[src/rtl/fir_interp2_polyphase.sv]
// ============================================================================
// Module      : fir_interp2_polyphase
// Description : Rate-2 polyphase FIR interpolator. One shared MAC computes the
//               even phase (h[2k]) and then the odd phase (h[2k+1]) per input.
// Revision    : 1.0 - initial release
// ============================================================================
`default_nettype none

module fir_interp2_polyphase #(
    parameter int N  = 16,
    parameter int DW = 16,
    parameter int CW = 16,
    parameter int OW = 32,
    parameter int AW = $clog2(N)
) (
    input  logic          clk,
    input  logic          rst,
    input  logic          in_valid,
    output logic          in_ready,
    input  logic [DW-1:0] in_data,
    output logic          out_valid,
    input  logic          out_ready,
    output logic [OW-1:0] out_data,
    output logic          out_phase,
    input  logic          coef_we,
    input  logic [AW-1:0] coef_addr,
    input  logic [CW-1:0] coef_data
);

    localparam int                c_HALF  = N / 2;
    localparam int                c_KW    = AW - 1;
    localparam logic [c_KW-1:0]   c_KLAST = c_KW'(c_HALF - 1);
    localparam logic [AW:0]       c_NLIM  = (AW + 1)'(N);

    localparam logic [2:0] c_IDLE = 3'd0;
    localparam logic [2:0] c_MAC0 = 3'd1;
    localparam logic [2:0] c_OUT0 = 3'd2;
    localparam logic [2:0] c_MAC1 = 3'd3;
    localparam logic [2:0] c_OUT1 = 3'd4;

    logic [2:0]                r_state;
    logic [2:0]                w_next;
    logic signed [DW-1:0]      r_x [0:c_HALF-1];
    logic signed [CW-1:0]      r_h [0:N-1];
    logic signed [OW-1:0]      r_acc;
    logic [c_KW-1:0]           r_k;
    logic [OW-1:0]             r_out_data;
    logic                      r_out_phase;

    logic                      w_phase;
    logic [AW-1:0]             w_hidx;
    logic signed [DW+CW-1:0]   w_prod;
    logic signed [OW-1:0]      w_sum;

    // Coefficient index 2k+phase is simply {k, phase}
    assign w_phase = (r_state == c_MAC1);
    assign w_hidx  = {r_k, w_phase};
    assign w_prod  = r_x[r_k] * r_h[w_hidx];
    assign w_sum   = r_acc + OW'(w_prod);

    assign out_data  = r_out_data;
    assign out_phase = r_out_phase;

    always_ff @(posedge clk or posedge rst) begin
        if (rst) begin
            r_state <= c_IDLE;
        end else begin
            r_state <= w_next;
        end
    end

    always_comb begin
        w_next = r_state;
        case (r_state)
            c_IDLE:  if (in_valid)       w_next = c_MAC0;
            c_MAC0:  if (r_k == c_KLAST) w_next = c_OUT0;
            c_OUT0:  if (out_ready)      w_next = c_MAC1;
            c_MAC1:  if (r_k == c_KLAST) w_next = c_OUT1;
            c_OUT1:  if (out_ready)      w_next = c_IDLE;
            default:                     w_next = c_IDLE;
        endcase
    end

    always_comb begin
        in_ready  = (r_state == c_IDLE);
        out_valid = (r_state == c_OUT0) || (r_state == c_OUT1);
    end

    always_ff @(posedge clk or posedge rst) begin
        if (rst) begin
            r_acc       <= '0;
            r_k         <= '0;
            r_out_data  <= '0;
            r_out_phase <= 1'b0;
            for (int i = 0; i < c_HALF; i++) r_x[i] <= '0;
            for (int i = 0; i < N; i++)      r_h[i] <= '0;
        end else begin
            // Writes land only while no computation is in flight
            if ((r_state == c_IDLE) && coef_we && ({1'b0, coef_addr} < c_NLIM)) begin
                r_h[coef_addr] <= coef_data;
            end
            case (r_state)
                c_IDLE: begin
                    if (in_valid) begin
                        for (int i = c_HALF - 1; i > 0; i--) r_x[i] <= r_x[i-1];
                        r_x[0] <= in_data;
                        r_acc  <= '0;
                        r_k    <= '0;
                    end
                end
                c_MAC0, c_MAC1: begin
                    r_acc <= w_sum;
                    r_k   <= r_k + c_KW'(1);
                    if (r_k == c_KLAST) begin
                        r_out_data  <= w_sum;
                        r_out_phase <= w_phase;
                        r_k         <= '0;
                    end
                end
                c_OUT0: begin
                    if (out_ready) begin
                        r_acc <= '0;
                        r_k   <= '0;
                    end
                end
                default: ;
            endcase
        end
    end

endmodule

`default_nettype wire

[config.mk]
export PLATFORM = sky130hd
export DESIGN_NAME = fir_interp2_polyphase
export DESIGN_NICKNAME = d
export VERILOG_FILES = /design/src/rtl/fir_interp2_polyphase.sv
export SDC_FILE = /design/constraint.sdc
export NUM_CORES = 2
export LEC_CHECK = 0
export ABC_AREA = 1
export CAP_MARGIN = 25
export CORE_AREA = 2 2 237 239
export DETAILED_ROUTE_END_ITERATION = 6
export DIE_AREA = 0 0 239 241
export HOLD_SLACK_MARGIN = 0.05
export MAX_ROUTING_LAYER = met4
export PLACE_DENSITY = 0.82
export SKIP_CTS_REPAIR_TIMING = 1
export SYNTH_ARGS = -nofsm -noshare
export SYNTH_HDL_FRONTEND = slang
export SYNTH_SLANG_ARGS = --single-unit
[constraint.sdc]
create_clock -name clk -period 33 [get_ports clk]
set_clock_uncertainty 0.15 [all_clocks]
set_input_delay 9.9 -clock clk [delete_from_list [all_inputs] [get_ports clk]]
set_output_delay 9.9 -clock clk [all_outputs]
set_load 0.01 [all_outputs]
* Word-level counts from Yosys, hierarchy flattened
Index checks and enable logic that the tools add are counted.
Operators by class: $add $sub $neg 2, multipliers 1, magnitude comparators 4, equal/unequal tests 10, muxes and demuxes 21, bitwise logic cells 3, reductions and logical operators 10
Operators with widths (number):
- 256-bit bitwise mux | 1
- 32-bit one-hot mux with 3 select lines | 1
- 16-bit two-way mux | 5
- 16-bit binary-select mux with 4-bit select | 1
- 16-bit demux with 4-bit select | 1
- 32-bit two-way mux | 2
- 16-bit binary-select mux with 3-bit select | 1
- 32-bit adder | 1
- 16-bit by 16-bit multiplier with 32-bit output | 1
- 3-bit two-way mux | 7
- 3-bit one-hot mux with 5 select lines | 1
- 5-bit greater-or-equal comparator, second input constant | 2
- 4-bit NOT with 5-bit output | 2
- 3-bit one-hot mux with 3 select lines | 1
- 2-bit inequality test, second input constant | 4
- 3-bit by 2-bit equality test with 1-bit output, second input constant | 2
- 3-bit equality test, second input constant | 2
- 5-bit by 1-bit < comparator with 1-bit output, second input constant | 1
- 5-bit AND reduction | 1
- 4-bit greater-or-equal comparator, second input constant | 1
- 3-bit NOT with 4-bit output | 1
- 2-bit AND reduction | 2
- 3-bit by 1-bit adder with 3-bit output, second input constant | 1
- 3-bit by 1-bit equality test with 1-bit output, second input constant | 1
- other kinds (7) | 8
Word-level totals: bits in registers 455, bits of input ports 41, output and inout port bits 35, logic and storage cells 80

* Logic depth before layout (Yosys ltp)
word-level depth 8, mapped depth 36, gate-level depth less buffers 34

* Worst setup path before layout
No wires, ideal clock.
kind input to register, start in in_valid, end reg r_x[105] (netlist bit), library setup time 0.133 ns, arrival time 10.926 ns, data required time 32.717 ns, slack 21.791 ns, stages on the path 5, path buffers 3, path through nand2_1 clkbuf_1 clkbuf_1 clkbuf_1 a21oi_1
On the way: cells in the longest elaborated chain, start to end 1
Ends and longest elaborated chain:
- from (decl) | line 18 | input logic in_valid,
- 2-bit AND reduction (no source line)
- to (decl) | line 43 | logic signed [DW-1:0] r_x [0:c_HALF-1];
Every way passes these cells. A chain may end at the register's enable or synchronous reset.

* Final worst setup path
start reg r_state[0], end out in_ready
On the way: cells in the longest elaborated chain, start to end 1
Ends and longest elaborated chain:
- from (decl) | line 41 | logic [2:0] r_state;
- from (signal assigned) | line 66 | r_state <= c_IDLE;
- from (signal assigned) | line 68 | r_state <= w_next;
- 3-bit zero test | line 85 | in_ready = (r_state == c_IDLE);
- to (decl) | line 19 | output logic in_ready,
Every way passes these cells.

==> flow_metrics.env <==
export IMPL_design_area_sq_um=34100
export IMPL_finalSetupTns_ns=0
export IMPL_fp_dieW_um=239
export IMPL_required_ns=22.95
export IMPL_track_usage=0.297
export IMPL_antenna_left=0
export IMPL_synth_area_leaders="dfrtp_1 (37%), fa_1 (19%), nand2_1 (9.3%), inv_1 (6.3%), o21ai_0 (5.9%)"
export IMPL_yosys_most_used_dff="dfrtp_1"
export IMPL_initial_core_util=0.567
export IMPL_ys_top_cells_by_count="nand2_1 (769), inv_1 (521), dfrtp_1 (455), o21ai_0 (366), nor2_1 (332)"
export IMPL_cp_arrival_ns=2.52
export IMPL_hold_slack_ns=0.332
export IMPL_yosysMostFrequentCell="nand2_1"
export IMPL_clk_latency_ns=0.62
export IMPL_cp_startpoint="r_state[0]"
export IMPL_postSynthCellCount=3658
export IMPL_status="complete, but fails checks"
export IMPL_fmax_ghz=0.0796
export IMPL_drc=1
export IMPL_syn_area_per_cell_sq_um=8.50
export IMPL_die_h_um=241
export IMPL_ios=76
export IMPL_cp_num_buf_inv=2
export IMPL_crit_path_start_kind="register"
export IMPL_synth_edf_count=0
export IMPL_placed_area_sq_um=32300
export IMPL_grt_pass1_wl_mm=131
export IMPL_cts_htree_levels=2
export IMPL_path_class="register to output port"
export IMPL_syn2layout_area_growth_pct=9.51
export IMPL_yosysSeqAreaShare=0.366
export IMPL_clk_pin_slew_ns=0.06
export IMPL_cts_sinks=455
export IMPL_dr_pass1_iters=7
export IMPL_layout_nets=4058
export IMPL_numPortBuffers=75
export IMPL_rsz0062_at_grt="false"
export IMPL_maxCapViolations=0
export IMPL_setup_viol=0
export IMPL_min_period_ns=12.57
export IMPL_drt_iter0_markers=2482
export IMPL_antenna_cells=0
export IMPL_synth_nets=4091
export IMPL_r2r_start="r_state[1]"
export IMPL_dieArea_sq_um=57600
export IMPL_hold_viol_final=0
export IMPL_core_sq_um=54900
export IMPL_cp_slowest_cell="clkdlybuf4s50_1"
export IMPL_slew_headroom=0.299
export IMPL_tritoncts="yes"
export IMPL_synth_seq_cells=455
export IMPL_drt_vias_per_instance=5.76
export IMPL_drive_above_1_share=0.0573
export IMPL_yosysTopAreaCell="dfrtp_1"
export IMPL_min_from="out_data[28]"
export IMPL_wl_per_cell_um=18.4
export IMPL_violations="DRC"
export IMPL_cts_root_buf="clkbuf_16"
export IMPL_finalCritPeriodShare=0.381
export IMPL_fillers=4471
export IMPL_worstPathMaxFanout=9
export IMPL_num_vias=25200
export IMPL_drv_slew=0
export IMPL_crit_chain="nor2_1 -> inv_2 -> nor2_2 -> clkdlybuf4s50_1"
export IMPL_worst_setup_path_end_kind="output port"
export IMPL_antenna_found_initial=1
export IMPL_min_path_type="register to register"
export IMPL_cts_buffers=48
export IMPL_synth_cell_area_sq_um=31100
export IMPL_netlist_area_leader_share=0.366
export IMPL_clock_path_buffers=3
export IMPL_synthDistinctLibCells=44
export IMPL_worstMarginPinSlew_ns=1.04
export IMPL_totalWireLength_mm=80.2
export IMPL_synthArstFlopShare=1.00
export IMPL_std_cell_rows=86
export IMPL_yosysWarningCount=0
export IMPL_cp_top_family="buffers and inverters"
export IMPL_globalplace_congestion=0.973
export IMPL_dpl_hpwl_mm=54.6
export IMPL_grt_max_degree=161
export IMPL_grt_overflow=0
export IMPL_first_global_vias=25000
export IMPL_critPathMaxStageDelay_ns=0.64
-- layout by cell type, fill, tap and decap left out, types with 4 or more instances in the layout --
cell type / Yosys / layout
clkbuf_16: 0 / 48
dfrtp_1: 455 / 453
xor2_1: 10 / 10
inv_1: 521 / 519
bufinv_16: 0 / 8
o311ai_1: 10 / 10
buf_4: 14 / 36
nand3_1: 121 / 121
o211ai_1: 42 / 42
xnor2_1: 9 / 9
inv_2: 14 / 14
nand2_1: 769 / 768
o21ai_2: 4 / 4
a21o_1: 5 / 5
a21oi_1: 284 / 284
o21ai_0: 366 / 366
or2_2: 8 / 8
o21bai_1: 4 / 4
fa_1: 293 / 293
nand4_1: 18 / 18
o311ai_0: 4 / 4
mux2_2: 35 / 35
clkbuf_1: 109 / 4
clkinv_2: 0 / 12
clkbuf_8: 0 / 11
nor3_1: 11 / 10
nor2_2: 2 / 8
clkdlybuf4s50_1: 0 / 75
ha_1: 99 / 99
a32o_1: 16 / 16
nor2_1: 332 / 326
nand3b_1: 5 / 5
-- registers in the layout (all words and copies together) (netlist names) --
| signal | flops |
|---|---|
| r_h | 256 |
| r_x | 128 |
| out_data | 32 |
| r_acc | 32 |
| r_k | 3 |
| r_state | 3 |
| out_phase | 1 |
-- logic make-up (layout without fill, tap and decap cells) --
family	Yosys count	after routing	share of synthesized area
flops	455	455	0.366
mux	35	35	0.0127
simple gates	1275	1275	0.164
compound gates	746	746	0.130
buf+inv	736	740	0.0930
fa+ha+maj	392	392	0.228
xor+xnor	19	19	0.00535
-- path summary, 6_finish.rpt --
| kind | endpoint | slack, ns | cells past startpoint |
|---|---|---|---|
| worst max-delay path | in_ready | 20.43 | 4 |
| worst min-delay path | out_data[28] | 0.33 | 2 |
| worst max register to register | r_acc[28] | 23.73 | 26 |
| worst min register to register | out_data[28] | 0.33 | 2 |
| max in group asynchronous | r_h[75] | 20.96 | 4 |
| min in group asynchronous | r_x[0] | 9.62 | 2 |
-- per-layer routing --
metal | GRT usage | part of all wire | vias to the layer above
met2 | 0.468 | 0.47 | 1105
li1 | - | - | 11500
met1 | 0.383 | 0.40 | 12400
met5 | - | 0 | -
met3 | 0.0533 | 0.085 | 227
met4 | 0.125 | 0.044 | 0
-- worst reg2reg max path, cell delays in order (launching register included) --
cell and delay, ns:
dfrtp_1 0.57, nand3_4 0.17, clkinv_2 0.65, buf_4 0.64
o21ai_0 0.27, a21oi_1 0.06, o311ai_1 0.35, nand2_1 0.65
inv_1 0.32, nand2_1 0.15, fa_1 0.59, fa_1 0.50
inv_1 0.28, fa_1 0.50, fa_1 0.51, fa_1 0.49
inv_1 0.05, fa_1 0.47, inv_1 0.05, ha_1 0.35
nand2_1 0.16, nor4_1 0.49, nand3_1 0.28, nand3_1 0.14
nand2_1 0.07, nand3_1 0.12, nand2_1 0.08
-- through the flow --
stage               instances  setup slack, ns  utilization
global placement         4273            20.06        0.587
CTS                      4364            20.44        0.620
global route             4366            20.37        0.621
floorplan                3658            10.27            -
finish                   4366            20.43        0.621
detailed placement       4277            20.05        0.588
-- cell type report --
cell class                      count  area, sq um  area share
Multi-Input combinational cell   2467        16900       0.495
Sequential cell                   455        11400       0.334
Inverter                          536         2020      0.0593
Clock buffer                       63         1370      0.0401
Timing Repair Buffer              117         1150      0.0339
Tap cell                          704          881      0.0259
Clock inverter                     24          370      0.0109
Power is not shown: default switching activity piles up to over one toggle a cycle in this logic, so the estimate is an artifact.
